File: src/rtl/shru_dcache_arbiter.sv
// Two-port arbiter sharing one data-cache port between the LSU and the shadow-register unit.
// Round-robin with an urgent override, a HOLD state for stalled grants, and an owner FIFO for in-order responses.
module shru_dcache_arbiter #(
  parameter int DATA_WIDTH      = 64,
  parameter int ADDR_WIDTH      = 12,
  parameter int MAX_OUTSTANDING = 2
) (
  input  logic                    clk_i,
  input  logic                    rst_i,
  input  logic                    lsu_req_i,
  input  logic [ADDR_WIDTH-1:0]   lsu_addr_i,
  input  logic                    lsu_we_i,
  input  logic [DATA_WIDTH-1:0]   lsu_wdata_i,
  input  logic [DATA_WIDTH/8-1:0] lsu_be_i,
  output logic                    lsu_gnt_o,
  output logic                    lsu_rvalid_o,
  input  logic                    shru_req_i,
  input  logic [ADDR_WIDTH-1:0]   shru_addr_i,
  input  logic                    shru_we_i,
  input  logic [DATA_WIDTH-1:0]   shru_wdata_i,
  input  logic [DATA_WIDTH/8-1:0] shru_be_i,
  output logic                    shru_gnt_o,
  output logic                    shru_rvalid_o,
  input  logic                    shru_urgent_i,
  output logic [DATA_WIDTH-1:0]   rdata_o,
  output logic                    req_o,
  output logic [ADDR_WIDTH-1:0]   addr_o,
  output logic                    we_o,
  output logic [DATA_WIDTH-1:0]   wdata_o,
  output logic [DATA_WIDTH/8-1:0] be_o,
  input  logic                    gnt_i,
  input  logic                    rvalid_i,
  input  logic [DATA_WIDTH-1:0]   rdata_i,
  output logic                    busy_o,
  output logic                    err_o
);
  localparam int PTR_W = (MAX_OUTSTANDING > 1) ? $clog2(MAX_OUTSTANDING) : 1;
  localparam int CNT_W = $clog2(MAX_OUTSTANDING + 1);

  typedef enum logic {IDLE, HOLD} state_e;

  state_e             state_q, state_d;
  logic               owner_q, owner_d;
  logic               rr_q, rr_d;
  logic               err_q, err_d;
  logic [CNT_W-1:0]   count_q, count_d;
  logic [PTR_W-1:0]   wr_ptr_q, wr_ptr_d, rd_ptr_q, rd_ptr_d;
  logic               fifo_q [MAX_OUTSTANDING];

  logic winner, win_req, full, empty, req_int, hs, pop, head;

  // Winner: latched owner in HOLD, otherwise urgent SHRU, sole requester, then round-robin favourite.
  always_comb begin
    winner = rr_q;
    if (state_q == HOLD)                 winner = owner_q;
    else if (shru_urgent_i && shru_req_i) winner = 1'b1;
    else if (lsu_req_i ^ shru_req_i)     winner = shru_req_i;
  end

  assign win_req = winner ? shru_req_i : lsu_req_i;
  assign full    = (count_q == CNT_W'(MAX_OUTSTANDING));
  assign empty   = (count_q == '0);
  assign req_int = !rst_i && win_req && !full;
  assign hs      = req_int && gnt_i;
  assign pop     = rvalid_i && !empty;
  assign head    = fifo_q[rd_ptr_q];

  always_comb begin
    state_d  = state_q;
    owner_d  = owner_q;
    rr_d     = rr_q;
    err_d    = err_q;
    count_d  = count_q;
    wr_ptr_d = wr_ptr_q;
    rd_ptr_d = rd_ptr_q;
    case (state_q)
      IDLE: if (req_int && !gnt_i) begin
        state_d = HOLD;
        owner_d = winner;
      end
      HOLD: if (!win_req) begin
        err_d   = 1'b1;
        state_d = IDLE;
      end else if (hs) begin
        state_d = IDLE;
      end
      default: state_d = IDLE;
    endcase
    if (hs && (winner == rr_q)) rr_d = ~rr_q;
    if (rvalid_i && empty) err_d = 1'b1;
    if (hs) wr_ptr_d = (wr_ptr_q == PTR_W'(MAX_OUTSTANDING - 1)) ? '0 : wr_ptr_q + 1'b1;
    if (pop) rd_ptr_d = (rd_ptr_q == PTR_W'(MAX_OUTSTANDING - 1)) ? '0 : rd_ptr_q + 1'b1;
    if (hs && !pop)      count_d = count_q + 1'b1;
    else if (!hs && pop) count_d = count_q - 1'b1;
  end

  always_ff @(posedge clk_i or posedge rst_i) begin
    if (rst_i) begin
      state_q  <= IDLE;
      owner_q  <= 1'b0;
      rr_q     <= 1'b0;
      err_q    <= 1'b0;
      count_q  <= '0;
      wr_ptr_q <= '0;
      rd_ptr_q <= '0;
    end else begin
      state_q  <= state_d;
      owner_q  <= owner_d;
      rr_q     <= rr_d;
      err_q    <= err_d;
      count_q  <= count_d;
      wr_ptr_q <= wr_ptr_d;
      rd_ptr_q <= rd_ptr_d;
    end
  end

  // Owner IDs are payload; only the pointers and count need a reset.
  always_ff @(posedge clk_i) begin
    if (hs) fifo_q[wr_ptr_q] <= winner;
  end

  assign req_o         = req_int;
  assign lsu_gnt_o     = hs && !winner;
  assign shru_gnt_o    = hs && winner;
  assign lsu_rvalid_o  = !rst_i && pop && !head;
  assign shru_rvalid_o = !rst_i && pop && head;
  assign rdata_o       = rst_i ? '0 : rdata_i;
  assign addr_o        = rst_i ? '0 : (winner ? shru_addr_i : lsu_addr_i);
  assign we_o          = !rst_i && (winner ? shru_we_i : lsu_we_i);
  assign wdata_o       = rst_i ? '0 : (winner ? shru_wdata_i : lsu_wdata_i);
  assign be_o          = rst_i ? '0 : (winner ? shru_be_i : lsu_be_i);
  assign busy_o        = !rst_i && ((state_q == HOLD) || !empty);
  assign err_o         = err_q;
endmodule

File: config.mk
export PLATFORM = sky130hd
export DESIGN_NAME = shru_dcache_arbiter
export DESIGN_NICKNAME = d
export VERILOG_FILES = /design/src/rtl/shru_dcache_arbiter.sv
export SDC_FILE = /design/constraint.sdc
export NUM_CORES = 1
export LEC_CHECK = 0
export BUFFER_PORTS_ARGS = -buffer_cell sky130_fd_sc_hd__buf_2
export CORE_AREA = 2 2 152 154
export DETAILED_ROUTE_END_ITERATION = 12
export DIE_AREA = 0 0 154 156
export PLACE_DENSITY = 0.43
export SLEW_MARGIN = 25
export SYNTH_ARGS = -nofsm -noshare
export SYNTH_HDL_FRONTEND = slang
export SYNTH_SLANG_ARGS = --single-unit
File: constraint.sdc
create_clock -name clk_i -period 3.7 [get_ports clk_i]
set_clock_uncertainty 0.15 [all_clocks]
set_input_delay 0.37 -clock clk_i [delete_from_list [all_inputs] [get_ports clk_i]]
set_output_delay 0.37 -clock clk_i [all_outputs]
set_load 0.01 [all_outputs]
# Word level (Yosys, flattened, before mapping)
# Memory sizes are Yosys's and may differ from the RTL's.
# Cells that the tools add are included.
# totals
register_bits	8
ramBits	2
output_inout_bits	156
elab_cells	74
memories	1
# memory_table
memory	depth	width	rd	rd_clocked_by_memory_dff	write_ports	line_no	text
fifo_q	2	1	1	0	1	48	logic fifo_q [MAX_OUTSTANDING];
# classes
add_sub_neg	4
n_eq_ne	3
muxes	25
bitwise_logic	3
reduce_logical	31
# ops
cell	count
$mux W64	3
$mux W12	2
$logic_and A1 B1 Y1	17
$mux W8	2
$mux W1	15
$logic_not A1 Y1	8
$mux W2	2
$reduce_and A2 Y1	2
$reduce_bool A2 Y1	2
$add A1 B1 Y1 const B	2
$add A2 B1 Y2 const B	1
$eq A2 B2 Y1 const B	1
$logic_not A2 Y1	1
$ne A2 B1 Y1 const B	1
$not A1 Y1	2
$pmux W1 S2	1
$sub A2 B1 Y2 const B	1
$eq A1 B1 Y1	1
$logic_or A1 B1 Y1	1
$xor A1 B1 Y1	1

# Depth between registers and ports, before layout
# Gate-level depths: netlist of the first run.
# logic_depth
word_depth	12
depth_mapped	9

# Worst setup path before layout of the first run
# No wires, ideal clock.
# synth_path
path_type	input -> output
start	input port rst_i
end	output port wdata_o[44]
t_arrival_ns	1.526
required_time_ns	3.180
path_slack_ns	1.654
cell_stages	5
path_buffers	2
cell_sequence	inv_2 clkbuf_1 clkbuf_1 nand2_1 mux2i_1
# synth_via
elab_chain_len	1
# synth_lines
item	line_no	text
from (decl)	9	input logic rst_i,
$mux W64	130	assign wdata_o = rst_i ? '0 : (winner ? shru_wdata_i : lsu_wdata_i);
to (decl)	29	output logic [DATA_WIDTH-1:0] wdata_o,
# Every way passes these cells.

# Final worst setup path of the first run
# layout_path
start	register state_q
end	output port wdata_o[60]
# layout_via
elab_chain_len	3
# layout_lines
item	line_no	text
from (decl)	42	state_e state_q, state_d;
from (signal assigned)	107	state_q <= state_d;
$mux W1	55	if (state_q == HOLD) winner = owner_q;
$mux W64 (2 in series)	130	
# Every way passes these cells.

==> run summary, run 1 <==
======================================================================================
Depth of the worst register-to-register path                                         7
Number of buffer and inverter stages on the critical path                            2
Synth cell types                                                                    28
Cell count after synthesis                                                         409
DRT iter0 DRCs                                                                     128
Clock slew at the register clock pins of the worst setup and hold paths        0.04 ns
P per Cell Area                                                            386 nW/um^2
Max-cap violation count                                                              0
Combinational share of power                                                     0.791
Vias in the first global route                                                    3559
CTS tree                                                                          done
Sequential-to-total area share from yosys stat                                   0.101
Worst R2R Start                                                             count_q[0]
ANT cells                                                                            0
Number of resized instances in the post-cts repair step                              0
Clock network power share                                                        0.101
Area after DPL                                                               4850 um^2
Critical path's largest stage delay                                            0.45 ns
Max Transition Viols Final                                                           0
Final count of hold timing violations                                                0
Unrepaired setup endpoints after global routing                                  false
Crit path capture type                                                     output port
Gr usage total                                                                  0.0977
Fraction of final layout cells sized beyond drive strength 1                     0.527
Maximum number of pins on one net before global-route repair                        73
Finish-stage setup viols                                                             0
Internal power contribution                                                    1.01 mW
Transition at the pin with the smallest max-transition slack                  0.615 ns
I/O pin count                                                                      397
Total number of vias                                                              3923
Fin Setup TNS                                                                     0 ns
Core Util, Final                                                                 0.220
Peak Freq                                                                      391 MHz
CTS H-tree depth                                                                     1
Area of the die                                                             24000 um^2
Critical Path Source Type                                                         flop
Worst min-delay path class                                                input pin to asynchronous set/reset pin
Routability cong.                                                                0.823
Routed wire length                                                            13500 um
Number of buffers added by the clock tree synthesis step                             3
Portion of total power attributed to sequential cells                            0.108
Growth of design area from synthesis to finish                                   90.3%
Number of warnings reported in the yosys synthesis log                               0
Sink count of the clock tree                                                        10
Std-Cell Core Area                                                          22400 um^2
Total Nets Final                                                                  1023
Wire length of the first global-routing pass                                  19100 um
Capturing element of the worst setup path                                  wdata_o[60]
Logic depth of the worst path, buffers included                                      5
R2r endpoint                                                                count_q[1]
Number of iterations in the first detailed-routing pass                              4
Clock buffer depth                                                                   2
Result of the run                                                         finished clean
ANT nets after route                                                                 0
Top delay family on crit path                                             buffers and inverters
Initial core utilization                                                         0.116
Post-synthesis sequential element count                                             10
Switch Pwr                                                                    0.888 mW
CP max stage cell                                                              dfrtp_1
Share of the clock period used by the worst path after layout                    0.692
FP Rows                                                                             55
Relative max-transition margin                                                   0.590
Total non-filler cell area in the finished layout                            4930 um^2
Number of antenna violations at the first check in global routing                    0
Critical path data required time                                               3.18 ns
Final critical path time including I/O delays and setup                        2.56 ns
Fraction of post-synthesis cell area in the top cell type by area                0.333
Cells along the critical path                                             nand2_1 > o21a_4 > buf_4 > mux2i_1 > buf_2
DRC Markers                                                                          0
Flop2flop setup slack                                                          1.40 ns
Die boundary width                                                              154 um
Overflow left after global routing                                                   0
Height of the chip                                                              156 um
Synthesized netlist net count                                                      651
Worst IR drop on VDD                                                            196 uV
Top post-synthesis cells by area                                          mux2i_1 (33%), nand2_1 (25%), nor2b_1 (16%), dfrtp_1 (7.7%), clkbuf_1 (3.6%)
Post-CTS Setup Repair Bufs                                                           0
Cell at the root of the clock tree                                           clkbuf_16
Placed wire-length estimate after detailed placement                          11400 um
Fraction of power spent switching nets                                           0.467
CP arrival                                                                     2.04 ns
Mean post-synth cell area                                                    6.33 um^2
Worst-path fanout max                                                               19
Most frequent standard cell in the layout excluding fill and tap cells           buf_2
Count of buffers from port buffering                                               396
Commonest cells after routing, fill and taps aside                        buf_2 (396), nand2_1 (172), mux2i_1 (86)
Insertion delay to the later sink of the worst-skew pair                       0.23 ns
Synthesized area                                                             2590 um^2
Dominant cell type by area after synthesis                                     mux2i_1
Pleak                                                                          3.09 nW
Class of the most critical setup path                                     flop to output port
Final routed wire length divided by cell count                                 12.7 um
Hold bufs inserted after CTS                                                         0
Setup crit start                                                               state_q
Average via count per standard cell                                               3.68
======================================================================================
[cell type report]
type	instances	area, um^2
Clock buffer	4	78.8
Timing Repair Buffer	403	2060
Tap cell	285	357
Inverter	5	21.3
Sequential cell	10	260
Multi-Input combinational cell	358	2150
Fill cell	2542	17400
[Yosys cell counts]
cell	number
a21o_1	1
a21oi_1	4
a22o_1	1
and2_1	1
buf_2	8
buf_6	3
clkbuf_1	25
dfrtp_1	8
edfxtp_1	2
ha_1	1
inv_1	3
inv_2	2
mux2_2	2
mux2i_1	86
nand2_1	172
nand2b_1	1
nor2_1	9
nor2b_1	65
nor3_1	3
nor3b_1	1
nor4b_1	1
o2111ai_1	1
o211a_1	1
o21a_1	1
o21ai_0	1
o21ai_1	1
xnor2_1	3
xor2_1	2
[power groups by stage]
stage	combinational (mW)	clock, mW	sequential, mW
floorplan	0.992	0	0.188
global placement	1.53	0	0.208
detailed placement	1.52	0	0.208
CTS	1.53	0.195	0.206
global route	1.64	0.199	0.213
finish	1.50	0.192	0.206
[how the worst min path moves through the flow]
stage                             to     start
final                     count_q[0]     rst_i
after global routing      count_q[0]     rst_i
after CTS                      err_o     rst_i
after detailed placement       err_o     rst_i
after global placement         err_o     rst_i
after floorplan             wr_ptr_q  wr_ptr_q
[through the flow]
step | std cells | hold slack, ns | total power, mW | setup WS [ns]
2_1_floorplan | 409 | 0.310 | 1.18 | 1.65
3_3_place_gp | 1061 | 0.305 | 1.73 | 1.13
3_5_place_dp | 1061 | 0.299 | 1.73 | 1.15
4_1_cts | 1065 | 0.0551 | 1.93 | 1.13
5_1_grt | 1065 | 0.0785 | 2.05 | 0.998
6_report | 1065 | 0.0296 | 1.90 | 1.14
[routing by layer]
layer	vias to the layer above	GRT usage	routed length, um
met5	-	0	0
met4	0	0.00579	42
met3	4	0.00972	816
met2	190	0.182	6840
met1	1680	0.127	5800
li1	2049	-	-
[registers in the layout, indices dropped and copies added (netlist names)]
signal / cells
owner_q: 1
err_o: 1
state_q: 1
count_q: 2
rr_q: 1
fifo_q: 2
wr_ptr_q: 1
rd_ptr_q: 1
[kinds of logic (layout without fill, tap and decap cells)]
logic type	Yosys count	in the layout	synth area share
flip-flops	10	10	0.101
AND/OR/NAND/NOR	253	253	0.436
AO/OA/AOI/OAI	11	11	0.0280
XOR/XNOR	5	5	0.0169
multiplexers	88	88	0.341
adder cells (fa/ha/maj)	1	1	0.00483
buffers and inverters	41	412	0.0720
(Power assumes the default switching activity.)
==> run 2: changes to the inputs <==
--- a/config.mk
+++ b/config.mk
@@ -6,9 +6,9 @@
 export NUM_CORES = 1
 export LEC_CHECK = 0
 export BUFFER_PORTS_ARGS = -buffer_cell sky130_fd_sc_hd__buf_2
-export CORE_AREA = 2 2 152 154
+export CORE_AREA = 2 2 153 155
 export DETAILED_ROUTE_END_ITERATION = 12
-export DIE_AREA = 0 0 154 156
+export DIE_AREA = 0 0 155 157
 export PLACE_DENSITY = 0.43
 export SLEW_MARGIN = 25
 export SYNTH_ARGS = -nofsm -noshare
==> constraint.sdc (replaced) <==
create_clock -name clk_i -period 2.6 [get_ports clk_i]
set_clock_uncertainty 0.15 [all_clocks]
set_input_delay 0.26 -clock clk_i [delete_from_list [all_inputs] [get_ports clk_i]]
set_output_delay 0.26 -clock clk_i [all_outputs]
set_load 0.01 [all_outputs]
==> run 2 against run 1 <==
Effect of this change:
- critical path depth grew 2
- die area up 1.3%
- via count increased by 0.74%
- hold slack gained 0.092 ns
- design area rose by 2.0%
- combinational power grew 47%
- sequential share of layout area is 0.10 points lower
- critical endpoint is now wdata_o[18]
- highest routed layer unchanged
==> run summary, run 2 (synthesized netlist as in run 1, its figures left out) <==
======================================================================================
Number of iterations in the first detailed-routing pass                              6
Biggest registers after layout                                            count_q (2), fifo_q (2)
Std-Cell Core Area                                                          22500 um^2
Pleak                                                                          3.14 nW
Total number of vias                                                              3952
Total Nets Final                                                                  1029
P per Cell Area                                                            550 nW/um^2
Area of the die                                                             24300 um^2
DRC Markers                                                                          0
Sink count of the clock tree                                                        10
Final routed wire length divided by cell count                                 12.5 um
Relative max-transition margin                                                   0.595
Most frequent standard cell in the layout excluding fill and tap cells           buf_2
Final count of hold timing violations                                                0
ANT nets after route                                                                 0
Vias in the first global route                                                    3603
Number of antenna violations at the first check in global routing                    0
Final WS setup                                                                0.159 ns
DRT iter0 DRCs                                                                     178
Worst min-delay path class                                                input pin to flop
Share of the clock period used by the worst path after layout                    0.939
Internal power contribution                                                    1.47 mW
Overflow left after global routing                                                   0
Maximum number of pins on one net before global-route repair                        68
Initial core utilization                                                         0.115
ANT cells                                                                            0
Worst-path fanout max                                                               36
Clock network power share                                                        0.098
Growth of design area from synthesis to finish                                   94.1%
Clock slew at the register clock pins of the worst setup and hold paths        0.04 ns
Crit path capture type                                                     output port
Wire length of the first global-routing pass                                  19300 um
Count of buffers from port buffering                                               396
Gr usage total                                                                  0.0985
Finish-stage setup viols                                                             0
Fraction of final layout cells sized beyond drive strength 1                     0.529
Number of filler cells placed in the layout                                       2582
Average via count per standard cell                                               3.69
Worst-case hold slack                                                         0.122 ns
Peak Freq                                                                      410 MHz
Fraction of power spent switching nets                                           0.467
Total non-filler cell area in the finished layout                            5020 um^2
Final critical path time including I/O delays and setup                        2.44 ns
Portion of total power attributed to sequential cells                            0.106
CP arrival                                                                     2.03 ns
Unrepaired setup endpoints after global routing                                  false
CTS H-tree depth                                                                     1
FP Rows                                                                             55
Placed wire-length estimate after detailed placement                          11400 um
Max-cap violation count                                                              0
Cell at the root of the clock tree                                           clkbuf_16
Max Transition Viols Final                                                           0
Worst IR drop on VDD                                                            452 uV
Commonest cells after routing, fill and taps aside                        buf_2 (396), nand2_1 (172), mux2i_1 (86)
Routed wire length                                                            13400 um
Clock buffer depth                                                                   2
Area after DPL                                                               4930 um^2
Die boundary width                                                              155 um
Switch Pwr                                                                     1.29 mW
Combinational share of power                                                     0.796
Pre-CTS WS                                                                    0.457 ns
Overall power consumption                                                      2.76 mW
Result of the run                                                         finished clean
Routability cong.                                                                0.756
CTS tree                                                                          done
I/O pin count                                                                      397
Post-CTS Setup Repair Bufs                                                           0
Fin Setup TNS                                                                     0 ns
Height of the chip                                                              157 um
Critical Path Source Type                                                    input pin
Class of the most critical setup path                                     input pin to output port
Number of buffers added by the clock tree synthesis step                             3
Transition at the pin with the smallest max-transition slack                  0.607 ns
Insertion delay to the later sink of the worst-skew pair                       0.23 ns
Critical path data required time                                               2.19 ns
======================================================================================
## run 2: cell count changes in the layout (fill, tap and decap cells not counted)
cell	before	now
buf_4	5	6
dlygate4sd3_1	0	1
buf_12	2	6
## run 2: routing by layer
metal	routed length (um)	GRT usage
met1	5580	0.120
met2	6620	0.176
met3	994	0.0195
met4	210	0.0260
met5	0	0
## run 2: worst paths after layout
path / startpoint / end / slack [ns] / cells after the start
worst min-delay path: rvalid_i / err_o / 0.12 / 3
worst min register to register: err_o / err_o / 0.34 / 2
max in group asynchronous: rst_i / owner_q / 1.36 / 4
worst max register to register: owner_q / count_q[1] / 0.58 / 8
min in group asynchronous: rst_i / count_q[1] / 0.48 / 3
worst max-delay path: rst_i / wdata_o[18] / 0.16 / 7
## run 2: final cells by class
cell class / count / area, um^2 / area share
Tap cell: 285 / 357 / 0.0710
Multi-Input combinational cell: 358 / 2150 / 0.428
Clock buffer: 4 / 78.8 / 0.0157
Sequential cell: 10 / 260 / 0.0518
Timing Repair Buffer: 409 / 2160 / 0.429
Inverter: 5 / 21.3 / 0.00423
## run 2: power groups by stage
stage	combinational [mW]	sequential, mW	clock, mW
floorplan	1.41	0.268	0
global route	2.40	0.309	0.285
detailed placement	2.23	0.298	0
global placement	2.24	0.295	0
finish	2.20	0.294	0.271
CTS	2.24	0.294	0.277
## run 2: metrics by stage
stage | util | std cells
2_1_floorplan | - | 409
3_3_place_gp | 0.219 | 1066
3_5_place_dp | 0.219 | 1066
4_1_cts | 0.223 | 1071
5_1_grt | 0.223 | 1071
6_report | 0.223 | 1071
## run 2: critical path, stage by stage
cell and delay [ns]:
dlygate4sd3_1 0.54, buf_2 0.16, inv_4 0.33, buf_12 0.24
nand2_1 0.06, mux2i_1 0.23, buf_2 0.19
## run 2: timing repair
action	4_1_cts	5_1_grt
resized for setup	0	0
hold endpoints to repair	6	0
hold buffers	1	0
